$ cat src/rtl/alu_mdu_pkg.sv
// Shared opcode constants and FSM state type for the alu_mdu execute unit.
package alu_mdu_pkg;

    localparam logic [2:0] F3_ADD  = 3'd0;
    localparam logic [2:0] F3_SLL  = 3'd1;
    localparam logic [2:0] F3_SLT  = 3'd2;
    localparam logic [2:0] F3_SLTU = 3'd3;
    localparam logic [2:0] F3_XOR  = 3'd4;
    localparam logic [2:0] F3_SRL  = 3'd5;
    localparam logic [2:0] F3_OR   = 3'd6;
    localparam logic [2:0] F3_AND  = 3'd7;

    localparam logic [2:0] F3_MUL    = 3'd0;
    localparam logic [2:0] F3_MULH   = 3'd1;
    localparam logic [2:0] F3_MULHSU = 3'd2;
    localparam logic [2:0] F3_MULHU  = 3'd3;
    localparam logic [2:0] F3_DIV    = 3'd4;
    localparam logic [2:0] F3_DIVU   = 3'd5;
    localparam logic [2:0] F3_REM    = 3'd6;
    localparam logic [2:0] F3_REMU   = 3'd7;

    localparam logic [6:0] FCT7_MULDIV = 7'b0000001;

    typedef enum logic [1:0] {
        IDLE,
        MUL,
        DIV,
        FIX
    } state_t;

endpackage

$ cat src/rtl/alu_div.sv
// Iterative restoring divider: one quotient bit per cycle on magnitudes,
// followed by a single sign-fixup cycle. The caller guarantees divisor != 0.
module alu_div
    import alu_mdu_pkg::*;
#(
    parameter int XLEN = 32
) (
    input  logic            clk,
    input  logic            rst,
    input  logic            start,
    input  logic            is_signed,
    input  logic            is_rem,
    input  logic [XLEN-1:0] dividend,
    input  logic [XLEN-1:0] divisor,
    output logic            busy,
    output logic            done,
    output logic [XLEN-1:0] result
);

    localparam int CW = $clog2(XLEN);

    state_t          state, state_next;
    logic [CW-1:0]   count;
    logic [XLEN-1:0] rem_q, quo_q, dvs_q;
    logic            neg_q, neg_r, rem_sel;
    logic            a_neg, b_neg;
    logic [XLEN:0]   shifted;
    logic            fits;
    logic [XLEN-1:0] q_fix, r_fix;

    // NOTE: state registers use non-blocking <= so every flop samples pre-edge values.
    always_ff @(posedge clk) begin
        if (rst) state <= IDLE;
        else     state <= state_next;
    end

    // NOTE: next-state defaults to the current state first, so no path infers a latch.
    always_comb begin
        state_next = state;
        case (state)
            IDLE:    if (start) state_next = DIV;
            DIV:     if (count == '0) state_next = FIX;
            FIX:     state_next = IDLE;
            default: state_next = IDLE;
        endcase
    end

    assign a_neg   = is_signed & dividend[XLEN-1];
    assign b_neg   = is_signed & divisor[XLEN-1];
    assign shifted = {rem_q, quo_q[XLEN-1]};
    assign fits    = shifted >= {1'b0, dvs_q};

    // NOTE: datapath registers have no reset; start always loads them before they are read.
    always_ff @(posedge clk) begin
        if (start && state == IDLE) begin
            rem_q   <= '0;
            quo_q   <= a_neg ? -dividend : dividend;
            dvs_q   <= b_neg ? -divisor : divisor;
            neg_q   <= a_neg ^ b_neg;
            neg_r   <= a_neg;
            rem_sel <= is_rem;
            count   <= CW'(XLEN - 1);
        end else if (state == DIV) begin
            rem_q <= fits ? XLEN'(shifted - {1'b0, dvs_q}) : shifted[XLEN-1:0];
            quo_q <= {quo_q[XLEN-2:0], fits};
            count <= count - 1'b1;
        end
    end

    // MIN / -1 needs no special case: |MIN| = 2^(XLEN-1), negated back to MIN.
    assign q_fix  = neg_q ? -quo_q : quo_q;
    assign r_fix  = neg_r ? -rem_q : rem_q;
    assign result = rem_sel ? r_fix : q_fix;
    assign busy   = (state != IDLE);
    assign done   = (state == FIX);

endmodule

$ cat src/rtl/alu_mdu.sv
// RV32I/RV64I integer ALU merged with the M extension. Base ops and divide by
// zero finish on the accept edge, multiply in two edges, divide in XLEN+2.
module alu_mdu
    import alu_mdu_pkg::*;
#(
    parameter int XLEN   = 32,
    parameter bit MDU_EN = 1'b1
) (
    input  logic            CLK,
    input  logic            RES,
    input  logic            REQ,
    input  logic            RCC,
    input  logic [2:0]      FCT3,
    input  logic [6:0]      FCT7,
    input  logic [XLEN-1:0] S1,
    input  logic [XLEN-1:0] S2,
    output logic            BUSY,
    output logic            DONE,
    output logic [XLEN-1:0] RDATA
);

    localparam int SHW = $clog2(XLEN);

    state_t            state, state_next;
    logic              accept, is_m, is_mul, is_div, div_zero, div_start;
    logic              sub_op, sra_op;
    logic [SHW-1:0]    shamt;
    logic [XLEN-1:0]   base_res, dz_res;
    logic              mul_a_sgn, mul_b_sgn, div_sgn, div_rem;
    logic [2*XLEN-1:0] mul_a, mul_b, prod_q;
    logic              mul_hi_q;
    logic              div_busy, div_done;
    logic [XLEN-1:0]   div_result;

    assign BUSY      = (state != IDLE) || div_busy;
    assign accept    = REQ && !BUSY;
    assign is_m      = MDU_EN && RCC && (FCT7 == FCT7_MULDIV);
    assign is_mul    = is_m && !FCT3[2];
    assign is_div    = is_m && FCT3[2];
    assign div_zero  = is_div && (S2 == '0);
    assign div_start = accept && is_div && !div_zero;
    assign sub_op    = RCC && FCT7[5];
    assign sra_op    = FCT7[5];
    assign shamt     = S2[SHW-1:0];

    always_comb begin
        base_res = '0;
        case (FCT3)
            F3_ADD:  base_res = sub_op ? S1 - S2 : S1 + S2;
            F3_SLL:  base_res = S1 << shamt;
            F3_SLT:  base_res = {{(XLEN-1){1'b0}}, $signed(S1) < $signed(S2)};
            F3_SLTU: base_res = {{(XLEN-1){1'b0}}, S1 < S2};
            F3_XOR:  base_res = S1 ^ S2;
            F3_SRL:  base_res = sra_op ? $unsigned($signed(S1) >>> shamt) : (S1 >> shamt);
            F3_OR:   base_res = S1 | S2;
            F3_AND:  base_res = S1 & S2;
        endcase
    end

    always_comb begin
        mul_a_sgn = 1'b0;
        mul_b_sgn = 1'b0;
        div_sgn   = 1'b0;
        div_rem   = 1'b0;
        case (FCT3)
            F3_MULH:   begin mul_a_sgn = 1'b1; mul_b_sgn = 1'b1; end
            F3_MULHSU: mul_a_sgn = 1'b1;
            F3_DIV:    div_sgn = 1'b1;
            F3_REM:    begin div_sgn = 1'b1; div_rem = 1'b1; end
            F3_REMU:   div_rem = 1'b1;
            F3_MUL, F3_MULHU, F3_DIVU: ;
        endcase
    end

    assign dz_res = div_rem ? S1 : '1;

    // Extending to 2*XLEN makes the unsigned product's low half the exact signed product.
    assign mul_a = {{XLEN{mul_a_sgn & S1[XLEN-1]}}, S1};
    assign mul_b = {{XLEN{mul_b_sgn & S2[XLEN-1]}}, S2};

    always_ff @(posedge CLK) begin
        if (accept && is_mul) begin
            prod_q   <= mul_a * mul_b;
            mul_hi_q <= (FCT3 != F3_MUL);
        end
    end

    alu_div #(
        .XLEN(XLEN)
    ) u_div (
        .clk      (CLK),
        .rst      (RES),
        .start    (div_start),
        .is_signed(div_sgn),
        .is_rem   (div_rem),
        .dividend (S1),
        .divisor  (S2),
        .busy     (div_busy),
        .done     (div_done),
        .result   (div_result)
    );

    always_ff @(posedge CLK) begin
        if (RES) state <= IDLE;
        else     state <= state_next;
    end

    always_comb begin
        state_next = state;
        case (state)
            IDLE: begin
                if (accept && is_mul) state_next = MUL;
                else if (div_start)   state_next = DIV;
            end
            MUL:     state_next = IDLE;
            DIV:     if (div_done) state_next = IDLE;
            default: state_next = IDLE;
        endcase
    end

    always_ff @(posedge CLK) begin
        if (RES) begin
            DONE  <= 1'b0;
            RDATA <= '0;
        end else begin
            DONE <= 1'b0;
            case (state)
                IDLE: begin
                    if (accept && !is_mul && !div_start) begin
                        DONE  <= 1'b1;
                        RDATA <= is_div ? dz_res : base_res;
                    end
                end
                MUL: begin
                    DONE  <= 1'b1;
                    RDATA <= mul_hi_q ? prod_q[2*XLEN-1:XLEN] : prod_q[XLEN-1:0];
                end
                DIV: begin
                    if (div_done) begin
                        DONE  <= 1'b1;
                        RDATA <= div_result;
                    end
                end
                default: ;
            endcase
        end
    end

endmodule

$ cat config.mk
export PLATFORM = sky130hd
export DESIGN_NAME = alu_mdu
export DESIGN_NICKNAME = d
export VERILOG_FILES = /design/src/rtl/alu_mdu_pkg.sv /design/src/rtl/alu_div.sv /design/src/rtl/alu_mdu.sv
export SDC_FILE = /design/constraint.sdc
export NUM_CORES = 2
export LEC_CHECK = 0
export BUFFER_PORTS_ARGS = -buffer_cell sky130_fd_sc_hd__buf_2
export CAP_MARGIN = 20
export CORE_ASPECT_RATIO = 1.75
export CORE_MARGIN = 4
export CORE_UTILIZATION = 30
export CTS_CLUSTER_SIZE = 16
export DETAILED_ROUTE_END_ITERATION = 10
export HOLD_SLACK_MARGIN = 0.15
export SYNTH_ARGS = -nofsm -noshare
export SYNTH_HDL_FRONTEND = slang
export SYNTH_SLANG_ARGS = --single-unit
$ cat constraint.sdc
create_clock -name CLK -period 12.9 [get_ports CLK]
set_input_delay 0.645 -clock CLK [delete_from_list [all_inputs] [get_ports CLK]]
set_output_delay 0.645 -clock CLK [all_outputs]
set_load 0.02 [all_outputs]
After elaboration in Yosys (flattened, before gate mapping) --
Cells that the tools add are included.
Storage, ports and cells: output and inout bits 34, logic and storage cells 117, bits of input ports 78, bits in registers 206
Cells by class: muxes and demuxes 30, add/sub/neg operators 8, eq/ne operators 17, $lt $le $gt $ge 3, multipliers 1, reductions and logical operators 34, bitwise logic cells 8, shifts and indexed selects 3
Operators with widths (number):
- 32-bit two-way mux | 15
- 32-bit one-hot mux with 8 select lines | 1
- 32-bit negation | 4
- 32-bit one-hot mux with 3 select lines | 1
- 32-bit less-than comparator | 2
- 33-bit by 33-bit multiplier with 64-bit output | 1
- 32-bit subtractor | 2
- 33-bit by 32-bit >= comparator with 1-bit output | 1
- 32-bit adder | 1
- 32-bit bitwise AND | 1
- 32-bit logical NOT | 1
- 32-bit bitwise OR | 1
- 32-bit by 5-bit << shifter with 32-bit output | 1
- 32-bit by 5-bit >> shifter with 32-bit output | 1
- 32-bit by 5-bit >>> shifter with 32-bit output | 1
- 32-bit XOR | 1
- 3-bit == test, second input constant | 4
- 1-bit logical AND | 12
- 2-bit two-way mux | 4
- 2-bit one-hot mux with 2 select lines | 2
- 7-bit by 1-bit == test with 1-bit output, second input constant | 1
- 2-bit == test, second input constant | 3
- 3-bit by 2-bit == test with 1-bit output, second input constant | 2
- 1-bit two-way mux | 6
- 19 further kinds | 35

Longest topological paths before layout --
depth after elaboration 10, depth in mapped cells 33, gate-level depth less buffers 29

Cells and area by module --
A second synthesis with hierarchy kept.
Second synthesis, totals: cells, all modules 6862, area, all modules 58566.2 um^2
Modules (own cells, without submodules):
- alu_mdu | area an instance 49962.9 um^2, sequential area each 2652.5 um^2, cells each 5812, instances 1
- alu_div | area an instance 8603.3 um^2, sequential area each 2792.7 um^2, cells each 1050, instances 1

Least setup slack after synthesis --
OpenSTA, ideal clock, no wires.
path kind input port to flip-flop, from in FCT3[2], to reg prod_q[62] (data pin), slack 3617 ps, data required time 12642 ps, buffers on the path 4, arrival 9025 ps, library setup time 258 ps, cell stages on the path 31, cells stage by stage clkbuf_1 -> clkbuf_1 -> clkbuf_1 -> buf_1 -> nor2_1 -> nand2_1 -> inv_1 -> fa_1 -> inv_1 -> fa_1 -> inv_1 -> fa_1 -> inv_1 -> fa_1 -> fa_1 -> inv_1 -> fa_1 -> fa_1 -> inv_1 -> fa_1 -> inv_1 -> ha_1 -> nand2_1 -> or3_1 -> nor4b_1 -> nand2_1 -> a21oi_1 -> o21ai_0 -> o21a_1 -> o221a_2 -> xnor2_1
On the way: longest elaborated chain between the ends 5, elaborated cells on any way between the ends 8, classes of those cells mul (1); eq/ne (2); mux (2); bitwise (2); reduce/logical (1)
RTL lines:
- start: declaration | RTL line alu_mdu.sv:13 | input logic [2:0] FCT3,
- 3-bit by 1-bit == test with 1-bit output or 3-bit by 2-bit == test with 1-bit output (tied branches) | RTL line alu_mdu.sv:65 | case (FCT3)
- 2-bit OR reduction (no source line)
- 1-bit two-way mux | RTL line alu_mdu.sv:65
- 1-bit bitwise AND | RTL line alu_mdu.sv:78 | assign mul_a = {{XLEN{mul_a_sgn & S1[XLEN-1]}}, S1};
- 33-bit by 33-bit multiplier with 64-bit output (*) | RTL line alu_mdu.sv:83 | prod_q <= mul_a * mul_b;
- end signal: assignment | RTL line alu_mdu.sv:83
- end: declaration | RTL line alu_mdu.sv:30 | logic [2*XLEN-1:0] mul_a, mul_b, prod_q;
Mark *: on every way between the ends. The rest lies on a longest branch, timed or not. A chain may end at the register's enable or synchronous reset.

Final worst setup path --
from in S2[13], to reg prod_q[62] (data pin)
On the way: longest elaborated chain between the ends 1
RTL lines:
- start: declaration | RTL line alu_mdu.sv:16 | input logic [XLEN-1:0] S2,
- 33-bit by 33-bit multiplier with 64-bit output | RTL line alu_mdu.sv:83
No other way between the ends.

==> results.json <==
{
  "worstHoldEndpoint": "RDATA[2]",
  "root_buffer": "clkbuf_16",
  "cts_tree": "built",
  "route.detailed.drc": 0,
  "dp_slack_ps": 2670,
  "wl_per_cell_um": 32.4,
  "worstSetupPathType": "in2reg",
  "grt_pass1_vias": 56500,
  "clk_pin_slew_ps": 60,
  "synth_nets": 8463,
  "place_area_um2": 62200,
  "skew_ps": 23.8,
  "hpwl_um": 232000,
  "maxSlewHeadroom": 0.0254,
  "critPathMaxFanout": 32,
  "netlist_area_um2": 58700,
  "end_kind": "flip-flop",
  "netlist_instances": 6907,
  "max_clock_freq_mhz": 100,
  "syn_avg_cell_area_um2": 8.50,
  "synth_edf_count": 132,
  "regToRegSetupSlack_ps": 8480,
  "critPathArrivalTime_ps": 10300,
  "min_period_over_period": 0.772,
  "final_area_um2": 63300,
  "post_cts_buffers": 0,
  "synth-seq-area-share": 0.0928,
  "regArea_um2": 5450,
  "worst_slack_ps": 2940,
  "ys.flop_type": "edfxtp_1",
  "grt_pass1_wl_um": 424000,
  "hold_slack_ps": 462,
  "die_area_um2": 203000,
  "cts_buffer_depth": 3,
  "drtPass1Iterations": 8,
  "tns_ps": 0,
  "finalCriticalPeriod_ps": 9960,
  "final_nets": 8342,
  "area_delta_synth_final_pct": 7.86,
  "antenna_left": 0,
  "worstMarginPinSlew_ps": 1460,
  "fp.dieW_um": 342,
  "ys_types": 95,
  "overflow": 0,
  "async_reset_ff_frac": 0,
  "maxCapViolCount": 0,
  "critPathRequiredTime_ps": 13250,
  "min_from": "RDATA[2]",
  "wirelength_um": 305000,
  "ff2ff_path_depth": 12,
  "r2r-end": "u_div.rem_q[10]",
  "status": "finished, final reports clean",
  "htree_levels": 1,
  "vias_per_cell": 5.75,
  "numCtsBuffers": 24,
  "drtIter0Drc": 5831,
  "hold_depth": 2,
  "ctsHoldBuffers": 0,
  "insertion_delay_ps": 620,
  "core_um2": 194000,
  "rows": 214,
  "multi_input_area_um2": 46600,
  "fill_cells": 20400,
  "grt_max_degree": 83,
  "rr_startpoint": "u_div.rem_q[0]",
  "io_buffers": 111,
  "ys_warn_count": 0,
  "cts.repair.resized": 0,
  "track_usage": 0.298,
  "crit_path_start_kind": "primary input",
  "place_congestion": 1.07,
  "finalSetupViolations": 0,
  "ios": 112,
  "antenna_found_initial": 39,
  "grt_setup_unrepaired": "false",
  "via_count": 54100,
  "cts_sinks": 206,
  "die_h_um": 593,
  "synth_seq_cells": 206,
  "slew_violations": 0,
  "start_util": 0.302,
  "drive_gt1_frac": 0.0704,
  "hold_path_class": "reg2reg",
  "final-hold-violation-count": 0
}
[synthesized netlist by cell type, types with 54 or more instances]
cell type / n / area, um2
inv_1: 1310 / 4920
fa_1: 1128 / 22600
nand2_1: 958 / 3600
nor2_1: 649 / 2440
ha_1: 350 / 4380
clkbuf_1: 317 / 1190
o21ai_0: 281 / 1410
a21oi_1: 272 / 1360
xnor2_1: 177 / 1550
edfxtp_1: 132 / 3960
buf_1: 107 / 402
nor3_1: 85 / 425
dfxtp_1: 74 / 1480
nand3_1: 65 / 325
xor2_1: 61 / 534
a211oi_1: 57 / 428
mux4_2: 57 / 1280
a21o_1: 54 / 405
[critical path, cell delays in order]
cell	delay, ps
buf_2	140
buf_4	620
inv_1	430
nor4_1	1010
inv_1	180
fa_1	580
fa_1	860
fa_1	540
fa_1	500
fa_1	550
inv_1	50
fa_1	480
inv_1	50
fa_1	440
fa_1	490
inv_1	50
ha_1	430
and2_1	240
nand3_1	110
or3_1	410
nor4b_1	320
nand2_1	90
a21oi_1	190
o21ai_0	250
o21a_1	250
o221a_2	240
xnor2_1	130
[cells in the final DEF (no fill, tap or decap), drive strengths merged, types with 44 or more instances in the layout]
cell type,netlist,routed
nor3,85,85
mux2i,52,52
nand2,958,958
xnor2,177,177
a21o,54,54
xor2,61,61
nand3,65,65
o211ai,44,44
ha,350,350
buf,128,291
inv,1312,1313
a21oi,272,272
dfxtp,74,74
a31oi,45,45
o21ai,285,285
fa,1128,1128
edfxtp,132,132
mux4,57,57
a211oi,57,57
nor2,649,649
[stage by stage]
step	utilization	cells
finish	0.326	9416
global route	0.325	9395
detailed placement	0.320	9340
floorplan	-	6907
CTS	0.325	9382
global placement	0.320	9335
[worst max-delay path by stage]
stage / slack (ps) / endpoint / cells past startpoint / from
2_1_floorplan: 3620 / prod_q[62] / 31 / FCT3[2]
3_3_place_gp: 2710 / prod_q[62] / 27 / S2[13]
3_5_place_dp: 2670 / prod_q[62] / 27 / S2[13]
4_1_cts: 3280 / prod_q[62] / 27 / S2[13]
5_1_grt: 2750 / prod_q[62] / 27 / S2[13]
6_report: 2940 / prod_q[62] / 27 / S2[13]
[cells by family after synthesis]
family,count (synthesis),synth area share
flops,206,0.0928
xor+xnor,238,0.0355
simple gates,2000,0.144
mux,145,0.0376
compound gates,1065,0.116
buf+inv,1775,0.114
fa+ha+maj,1478,0.459
[metal layers]
| metal | wire length [um] | vias up | track usage |
|---|---|---|---|
| met5 | 184 | - | 0 |
| met4 | 45700 | 26 | 0.338 |
| met3 | 30100 | 1690 | 0.0960 |
| met2 | 141000 | 3708 | 0.483 |
| met1 | 88300 | 27100 | 0.280 |
| li1 | - | 21600 | - |
[state kept, by name (all words and copies together) (netlist names)]
register,cells
u_div.rem_q,32
DONE,1
RDATA,32
state,2
u_div.rem_sel,1
u_div.neg_q,1
prod_q,64
u_div.neg_r,1
u_div.state,2
u_div.dvs_q,32
u_div.count,5
mul_hi_q,1
u_div.quo_q,32
[cell type report]
type,count,share of cell area
diodes,22,0.000870
repair buffers,298,0.0331
multi-input cells,4926,0.736
clock buffers,31,0.0111
inverters,1330,0.0789
flip-flops and latches,206,0.0860
clock inverters,11,0.00257
well taps,2592,0.0512
Power is left out: the tool's default activity adds up to more than one toggle a clock period on the data nets, which glitch-free logic cannot reach.
